## config.mk

```make
export PLATFORM = sky130hd
export DESIGN_NAME = ldst_unit
export DESIGN_NICKNAME = d
export VERILOG_FILES = /design/src/rtl/ldst_unit.sv
export SDC_FILE = /design/constraint.sdc
export NUM_CORES = 1
export LEC_CHECK = 0
export CORE_ASPECT_RATIO = 0.9
export CORE_MARGIN = 4
export CORE_UTILIZATION = 55
export CTS_CLUSTER_DIAMETER = 50
export DETAILED_ROUTE_END_ITERATION = 12
export DONT_BUFFER_PORTS = 1
export PLACE_DENSITY = 0.7
export SLEW_MARGIN = 20
export SYNTH_ARGS = -nofsm -noshare
export SYNTH_HDL_FRONTEND = slang
export SYNTH_SLANG_ARGS = --single-unit
```

## constraint.sdc

```tcl
create_clock -name clk -period 2.4 [get_ports clk]
set_input_delay 0.24 -clock clk [delete_from_list [all_inputs] [get_ports clk]]
set_output_delay 0.24 -clock clk [all_outputs]
set_load 0.02 [all_outputs]
```

## src/rtl/ldst_unit.sv

```systemverilog
// Load/store unit: moves one execute-stage instruction per transaction into write-back,
// issuing an aligned data-memory request for loads and stores.
module ldst_unit #(
    parameter int DataWidth    = 32,
    parameter int RegAddrWidth = 10
) (
    input  logic                    clk,
    input  logic                    rst_n,
    input  logic                    exe_valid,
    input  logic                    exe_memtoreg,
    input  logic                    exe_memwrite,
    input  logic [2:0]              exe_funct3,
    input  logic [DataWidth-1:0]    exe_alu_result,
    input  logic [DataWidth-1:0]    exe_store_data,
    input  logic [RegAddrWidth-1:0] exe_addr_dst,
    output logic                    ldst_stall,
    output logic                    dmem_req,
    output logic                    dmem_we,
    output logic [DataWidth-1:0]    dmem_addr,
    output logic [DataWidth-1:0]    dmem_wdata,
    output logic [3:0]              dmem_be,
    input  logic                    dmem_gnt,
    input  logic                    dmem_rvalid,
    input  logic [DataWidth-1:0]    dmem_rdata,
    output logic                    ldst_valid,
    output logic                    ldst_memtoreg,
    output logic [RegAddrWidth-1:0] ldst_addr_dst,
    output logic [DataWidth-1:0]    ldst_alu_result,
    output logic [DataWidth-1:0]    ldst_load_data,
    output logic                    ldst_misaligned,
    output logic [1:0]              dbg_state
);

    typedef enum logic [1:0] {IDLE = 2'd0, REQ = 2'd1, RESP = 2'd2} state_t;

    // Handshake: a memory request transfers on a rising edge with dmem_req=1 and dmem_gnt=1;
    // addr/we/wdata/be stay stable from dmem_req rising until that edge. dmem_rvalid is
    // honoured only in RESP, dmem_gnt only in REQ.
    state_t                  state;
    logic                    is_load_q;
    logic [1:0]              size_q;
    logic                    unsigned_q;
    logic [1:0]              offset_q;
    logic [RegAddrWidth-1:0] addr_dst_q;

    logic                 is_mem, is_byte, is_half, misaligned;
    logic [1:0]           offset;
    logic [3:0]           be_n;
    logic [DataWidth-1:0] wdata_n;
    logic [7:0]           ld_byte;
    logic [15:0]          ld_half;
    logic [DataWidth-1:0] load_ext;

    // Unsupported size codes (011, 110, 111) fall through to word.
    assign is_mem     = exe_memtoreg | exe_memwrite;
    assign is_byte    = (exe_funct3[1:0] == 2'b00);
    assign is_half    = (exe_funct3[1:0] == 2'b01);
    assign offset     = exe_alu_result[1:0];
    assign misaligned = is_mem & ((is_half & offset[0]) |
                                  (!is_byte & !is_half & (offset != 2'b00)));
    assign ldst_stall = (state != IDLE) | (exe_valid & is_mem & !misaligned);
    assign dbg_state  = state;

    always_comb begin
        be_n    = 4'b1111;
        wdata_n = exe_store_data;
        if (is_byte) begin
            be_n    = 4'b0001 << offset;
            wdata_n = {(DataWidth/8){exe_store_data[7:0]}};
        end else if (is_half) begin
            be_n    = 4'b0011 << offset;
            wdata_n = {(DataWidth/16){exe_store_data[15:0]}};
        end
    end

    assign ld_byte = dmem_rdata[{offset_q, 3'b000} +: 8];
    assign ld_half = dmem_rdata[{offset_q[1], 4'b0000} +: 16];

    always_comb begin
        load_ext = dmem_rdata;
        case (size_q)
            2'b00: load_ext = {{(DataWidth-8){ld_byte[7] & !unsigned_q}}, ld_byte};
            2'b01: load_ext = {{(DataWidth-16){ld_half[15] & !unsigned_q}}, ld_half};
            default: load_ext = dmem_rdata;
        endcase
    end

    always_ff @(posedge clk or negedge rst_n) begin
        if (!rst_n) begin
            state           <= IDLE;
            is_load_q       <= 1'b0;
            size_q          <= 2'b00;
            unsigned_q      <= 1'b0;
            offset_q        <= 2'b00;
            addr_dst_q      <= '0;
            dmem_req        <= 1'b0;
            dmem_we         <= 1'b0;
            dmem_addr       <= '0;
            dmem_wdata      <= '0;
            dmem_be         <= 4'b0000;
            ldst_valid      <= 1'b0;
            ldst_memtoreg   <= 1'b0;
            ldst_addr_dst   <= '0;
            ldst_alu_result <= '0;
            ldst_load_data  <= '0;
            ldst_misaligned <= 1'b0;
        end else begin
            ldst_valid      <= 1'b0;
            ldst_misaligned <= 1'b0;
            case (state)
                IDLE: begin
                    if (exe_valid) begin
                        if (!is_mem) begin
                            ldst_valid      <= 1'b1;
                            ldst_memtoreg   <= 1'b0;
                            ldst_addr_dst   <= exe_addr_dst;
                            ldst_alu_result <= exe_alu_result;
                        end else if (misaligned) begin
                            ldst_misaligned <= 1'b1;
                        end else begin
                            state           <= REQ;
                            is_load_q       <= exe_memtoreg;
                            size_q          <= is_byte ? 2'b00 : (is_half ? 2'b01 : 2'b10);
                            unsigned_q      <= exe_funct3[2];
                            offset_q        <= offset;
                            addr_dst_q      <= exe_addr_dst;
                            ldst_alu_result <= exe_alu_result;
                            dmem_req        <= 1'b1;
                            dmem_we         <= !exe_memtoreg;
                            dmem_addr       <= {exe_alu_result[DataWidth-1:2], 2'b00};
                            dmem_wdata      <= wdata_n;
                            dmem_be         <= be_n;
                        end
                    end
                end
                REQ: begin
                    if (dmem_gnt) begin
                        dmem_req <= 1'b0;
                        if (is_load_q) begin
                            state <= RESP;
                        end else begin
                            state         <= IDLE;
                            ldst_valid    <= 1'b1;
                            ldst_memtoreg <= 1'b0;
                            ldst_addr_dst <= '0;
                        end
                    end
                end
                RESP: begin
                    if (dmem_rvalid) begin
                        state          <= IDLE;
                        ldst_valid     <= 1'b1;
                        ldst_memtoreg  <= 1'b1;
                        ldst_addr_dst  <= addr_dst_q;
                        ldst_load_data <= load_ext;
                    end
                end
                default: state <= IDLE;
            endcase
        end
    end

endmodule

```

# After elaboration in Yosys (flattened, before gate mapping)
# Cells that the tools add are included.
[totals] ff_bits=163 out_inout_bits=150
[classes] n_eq_ne=12 shifts=4 reduce_logical=18 bitwise_logic=12 mux=43
[ops] operator="two-way mux 32 bit" count=4
[ops] operator="one-hot mux 32 bit (2 select lines)" count=1
[ops] operator="two-way mux 10 bit" count=5
[ops] operator="variable part select 32 x 6 -> 16 bit" count=1
[ops] operator="variable part select 32 x 6 -> 8 bit" count=1
[ops] operator="one-hot mux 10 bit (3 select lines)" count=1
[ops] operator="two-way mux 1 bit" count=18
[ops] operator="two-way mux 2 bit" count=8
[ops] operator="!= test 2 bit, second input constant" count=8
[ops] operator="AND reduction 5 bit" count=2
[ops] operator="AND 1 bit" count=8
[ops] operator="two-way mux 4 bit" count=2
[ops] operator="equality test 2 x 1 -> 1 bit, second input constant" count=3
[ops] operator="zero test 2 bit" count=3
[ops] operator="one-hot mux 1 bit (3 select lines)" count=2
[ops] operator="one-hot mux 2 bit (3 select lines)" count=1
[ops] operator="AND reduction 6 bit" count=1
[ops] operator="nonzero test 2 bit" count=3
[ops] operator="zero test 1 bit" count=5
[ops] operator="AND reduction 4 bit" count=1
[ops] operator="<< shifter 1 x 2 -> 4 bit, first input constant" count=1
[ops] operator="<< shifter 2 x 2 -> 4 bit, first input constant" count=1
[ops] operator="bitwise OR 1 bit" count=3
[ops] operator="AND reduction 3 bit" count=1
[ops] operator="5 further kinds" count=5

# Logic depth before layout (Yosys ltp)
[depth] word_depth=10 depth_mapped=9 depth_no_buf=6

# Worst setup path before layout
# Ideal clock, no wire load.
[synth_path] kind="reg2reg" startpoint="register state[1], in the netlist dbg_state[1]" endpoint="register dmem_be[3]" path_slack_ps=214 synth_period_minus_slack_ps=2186 arrival_time_ps=2060 stages_incl_launch_ff=9 path_cell_list="dfrtp_1 -> inv_1 -> ha_1 -> nand2_1 -> or4_1 -> buf_2 -> buf_6 -> a2111oi_4 -> nor2_1"
[synth_between] elab_chain_cells=2
[synth_lines] element="start: declaration" line="39" text="state_t state;"
[synth_lines] element="start signal: assignment" line="90" text="state <= IDLE;"
[synth_lines] element="start signal: assignment" line="121" text="state <= REQ;"
[synth_lines] element="start signal: assignment" line="140" text="state <= RESP;"
[synth_lines] element="zero test 2 bit" line="110" text="case (state)"
[synth_lines] element="AND reduction 4 bit (no line)"
[synth_lines] element="end signal: assignment" line="132" text="dmem_be <= be_n;"
[synth_lines] element="end: declaration" line="21" text="output logic [3:0] dmem_be,"
# Every way passes these cells.
# A chain may end at the register's enable or synchronous reset.

# Worst setup path after layout
[layout_path] startpoint="register state[1], in the netlist dbg_state[1]" endpoint="register dmem_be[2]"
# Same word-level chain as after synthesis.

==> summary.md <==
| Metric | Value |
|---|---|
| Flops & latches, synth | `163` |
| Compound-Gate Fraction of Synth Area | `0.0794` |
| Wire per inst | `20.2 um` |
| Synth async-reset ratio | `1.00` |
| Sinks on the clock net | `163` |
| Slew Limit Headroom | `0.299` |
| Worst EP required | `2.69 ns` |
| Seq/Total Area, Yosys | `0.558` |
| Area leader, netlist | `dfrtp_1` |
| Clock Power Share | `0.239` |
| Yosys cell types | `41` |
| Mean post-synth cell area | `10.1 sq um` |
| Final worst slack | `0.146 ns` |
| Initial antenna violation count | `1` |
| RSZ-0062 raised after global routing | `no` |
| Resized cells post-CTS | `0` |
| Post-DP HPWL | `12,700 um` |
| Final Cell Area | `8850 sq um` |
| CTS buffer count | `17` |
| Post-DR vias/cell | `5.82` |
| Fmax | `444 MHz` |
| Main combinational cell family by area after synthesis | `simple AND/OR/NAND/NOR gates` |
| Final period utilization | `0.939` |
| Yosys top cell area share | `0.558` |
| Top-level I/O count | `266` |
| Switch share | `0.411` |
| CTS tree | `built` |
| Post-Synthesis Cells | `724` |
| Reg2reg path depth | `6` |
| Most frequent cell after synthesis | `nand2_1` |
| Internal power | `7.04 mW` |
| Global route overflow | `0` |
| Clock transition at path regs | `0.06 ns` |
| Rows | `39` |
| DP Worst Slack | `0.185 ns` |
| Layout cells sized above 1 | `0.124` |
| VDD IR max | `0.764 mV` |
| Slew Limit Fails | `0` |
| Synthesized cell area | `7310 sq um` |
| Minimum clock period | `2.25 ns` |
| Worst Setup End Kind | `register` |
| Post-Route WL | `19,400 um` |
| Placed Area | `7480 sq um` |
| First-pass GRT wire length | `31,100 um` |
| Vias in the first global route | `5,922` |
| Run status | `complete, but fails checks` |
| Drt first-iter violations | `460` |
| Placed Cells | `857` |
| R2R setup slack | `0.15 ns` |
| CTS Hold Bufs | `74` |
| Clock Root Buffer | `clkbuf_16` |
| Final Skew | `0.0138 ns` |
| Buffers on Ports | `0` |
| Combinational Power Share | `0.219` |
| Die width | `130 um` |
| Clock Tree Buf Depth | `2` |
| Remaining DRCs | `0` |
| Setup Viol. Count Final | `0` |
| Reg2reg start | `dbg_state[1]$_DFFE_PN0P_` |
| EDFF count, synth | `0` |
| WHS | `-0.476 ns` |
| Pleak | `4.20 nW` |
| WS Path Type | `reg2reg` |
| Simple-Gate Fraction of Synth Area | `0.175` |
| Largest cells by area after synthesis | `dfrtp_1 56%, nand2_1 10%, mux2_2 6.3%` |
| Top post-synthesis cells by count | `198 x nand2_1, 163 x dfrtp_1, 58 x nand3_1, 52 x o21ai_0, 41 x mux2_2` |
| Final Wtd Congestion | `0.861` |
| R2R Path End | `dmem_be[2]$_DFFE_PN0P_` |
| Worst skew pair latency | `0.42 ns` |
| Ys Warns | `0` |
| Hold Crit Class | `in2async` |
| Failing checks | `negative hold slack` |
| Area of the core | `12,800 sq um` |
| Setup tns final | `0 ns` |
| Power per Cell Area | `1350 nW/um^2` |
| Synth Flop Type | `dfrtp_1` |
| Vias after detailed routing | `5,608` |
| Antenna cells | `0` |
| Tot GR Track Use | `0.257` |
| ANT nets after route | `0` |
| Crit path max fanout | `6` |
| CP Data Arrival Time | `2.54 ns` |
| Largest net degree at the start of global routing | `164` |
| Final hold vios | `163` |
| H-tree lvl count | `4` |
| MaxCap Viol Count | `0` |
| Finished Layout Cells | `963` |
| Post-layout net count | `910` |
| Die area | `15,200 sq um` |
| Chip height | `117 um` |
| Startpoint Class | `register` |
| Starting density of the core | `0.570` |
| Area Growth Syn to Fin | `21.1%` |
| DRT Pass-1 Iters | `5` |
| Multiplexer area fraction after synthesis | `0.135` |
| Post-synthesis adder-cell area fraction | `0.0137` |
| Reg power frac | `0.541` |
| Psw | `4.92 mW` |
| Synth Area in XOR/XNOR | `0` |
| Slew @ Worst Pin | `1.04 ns` |
-- metrics by stage --
stage / total power [mW] / hold slack [ns] / util
after global placement: 8.83 / -0.0520 / 0.583
after global routing: 12.6 / -0.511 / 0.690
final: 12.0 / -0.476 / 0.690
after CTS: 12.0 / -0.496 / 0.689
after detailed placement: 8.99 / -0.0517 / 0.583
after floorplan: 8.15 / -0.0556 / -
-- critical path, stage by stage (launching register included) --
cell and delay, ns:
dfrtp_1 0.38, inv_1 0.12, ha_1 0.32, nand2_1 0.18, or4_4 0.60, a2111oi_0 0.44
nor2_1 0.08
-- worst max path at each step --
| stage | start | end | slack, ns | cells past startpoint |
|---|---|---|---|---|
| 3_5_place_dp | dbg_state[1]$_DFFE_PN0P_ | dmem_be[2]$_DFFE_PN0P_ | 0.18 | 6 |
| 4_1_cts | dbg_state[1]$_DFFE_PN0P_ | dmem_be[2]$_DFFE_PN0P_ | 0.16 | 6 |
| 6_report | dbg_state[1]$_DFFE_PN0P_ | dmem_be[2]$_DFFE_PN0P_ | 0.15 | 6 |
| 2_1_floorplan | dbg_state[1]$_DFFE_PN0P_ | dmem_be[3]$_DFFE_PN0P_ | 0.21 | 8 |
| 5_1_grt | dbg_state[1]$_DFFE_PN0P_ | dmem_be[2]$_DFFE_PN0P_ | 0.03 | 6 |
| 3_3_place_gp | dbg_state[1]$_DFFE_PN0P_ | offset_q[0]$_DFFE_PN0P_ | 0.29 | 7 |
-- metal layers --
layer / GRT usage / vias up / share of wire
li1: - / 2557 / -
met1: 0.312 / 2706 / 0.37
met2: 0.411 / 292 / 0.49
met3: 0.110 / 51 / 0.11
met4: 0.0870 / 2 / 0.027
met5: 0 / - / 0.0010
-- state kept, by name (all words and copies together), names as in the netlist, 4 cells and up --
signal           flops
addr_dst_q          10
ldst_load_data      32
dmem_wdata          32
dmem_addr           30
ldst_addr_dst       10
ldst_alu_result     32
dmem_be              4
-- area by class of cell --
type	count	area (sq um)
Clock inverter	12	180
Tap cell	164	205
Timing Repair Buffer	90	886
Clock buffer	20	447
Inverter	19	71.3
Sequential cell	163	4080
Fill cell	891	3980
Multi-Input combinational cell	495	2980
-- cell usage in the layout, fill, tap and decap left out, types with 3 or more instances in the layout --
cell type      instances
a21oi_1               20
a31oi_1                3
and3_1                 7
buf_4                 14
bufinv_16              4
clkbuf_16             17
clkinv_4               3
dfrtp_1              163
dlygate4sd3_1         74
ha_1                   8
inv_1                 19
mux2_2                41
mux2i_1               37
mux4_2                 7
nand2_1              198
nand3_1               58
nor2_1                22
nor2b_1                7
nor3_1                 3
o211ai_1               7
o21ai_0               52
o22a_1                 3
-- power by group through the flow --
| stage | registers, mW | logic (mW) | clock network [mW] |
|---|---|---|---|
| after CTS | 6.48 | 2.60 | 2.90 |
| final | 6.47 | 2.62 | 2.86 |
| after floorplan | 6.12 | 2.03 | 0 |
| after detailed placement | 6.50 | 2.49 | 0 |
| after global placement | 6.48 | 2.35 | 0 |
| after global routing | 6.64 | 2.97 | 3.03 |
-- cell families after synthesis --
group,Yosys count
adders and majority gates,8
other,1
buffers and inverters,67
AOI/OAI and AO/OA,97
muxes,85
and+or+nand+nor,303
DFF,163
-- what timing repair did --
item	4_1_cts	5_1_grt
hold endpoints to repair	270	163
endpoints found under the setup margin	0	0
setup buffers	0	0
No activity file was read; power rests on OpenSTA's default activity.
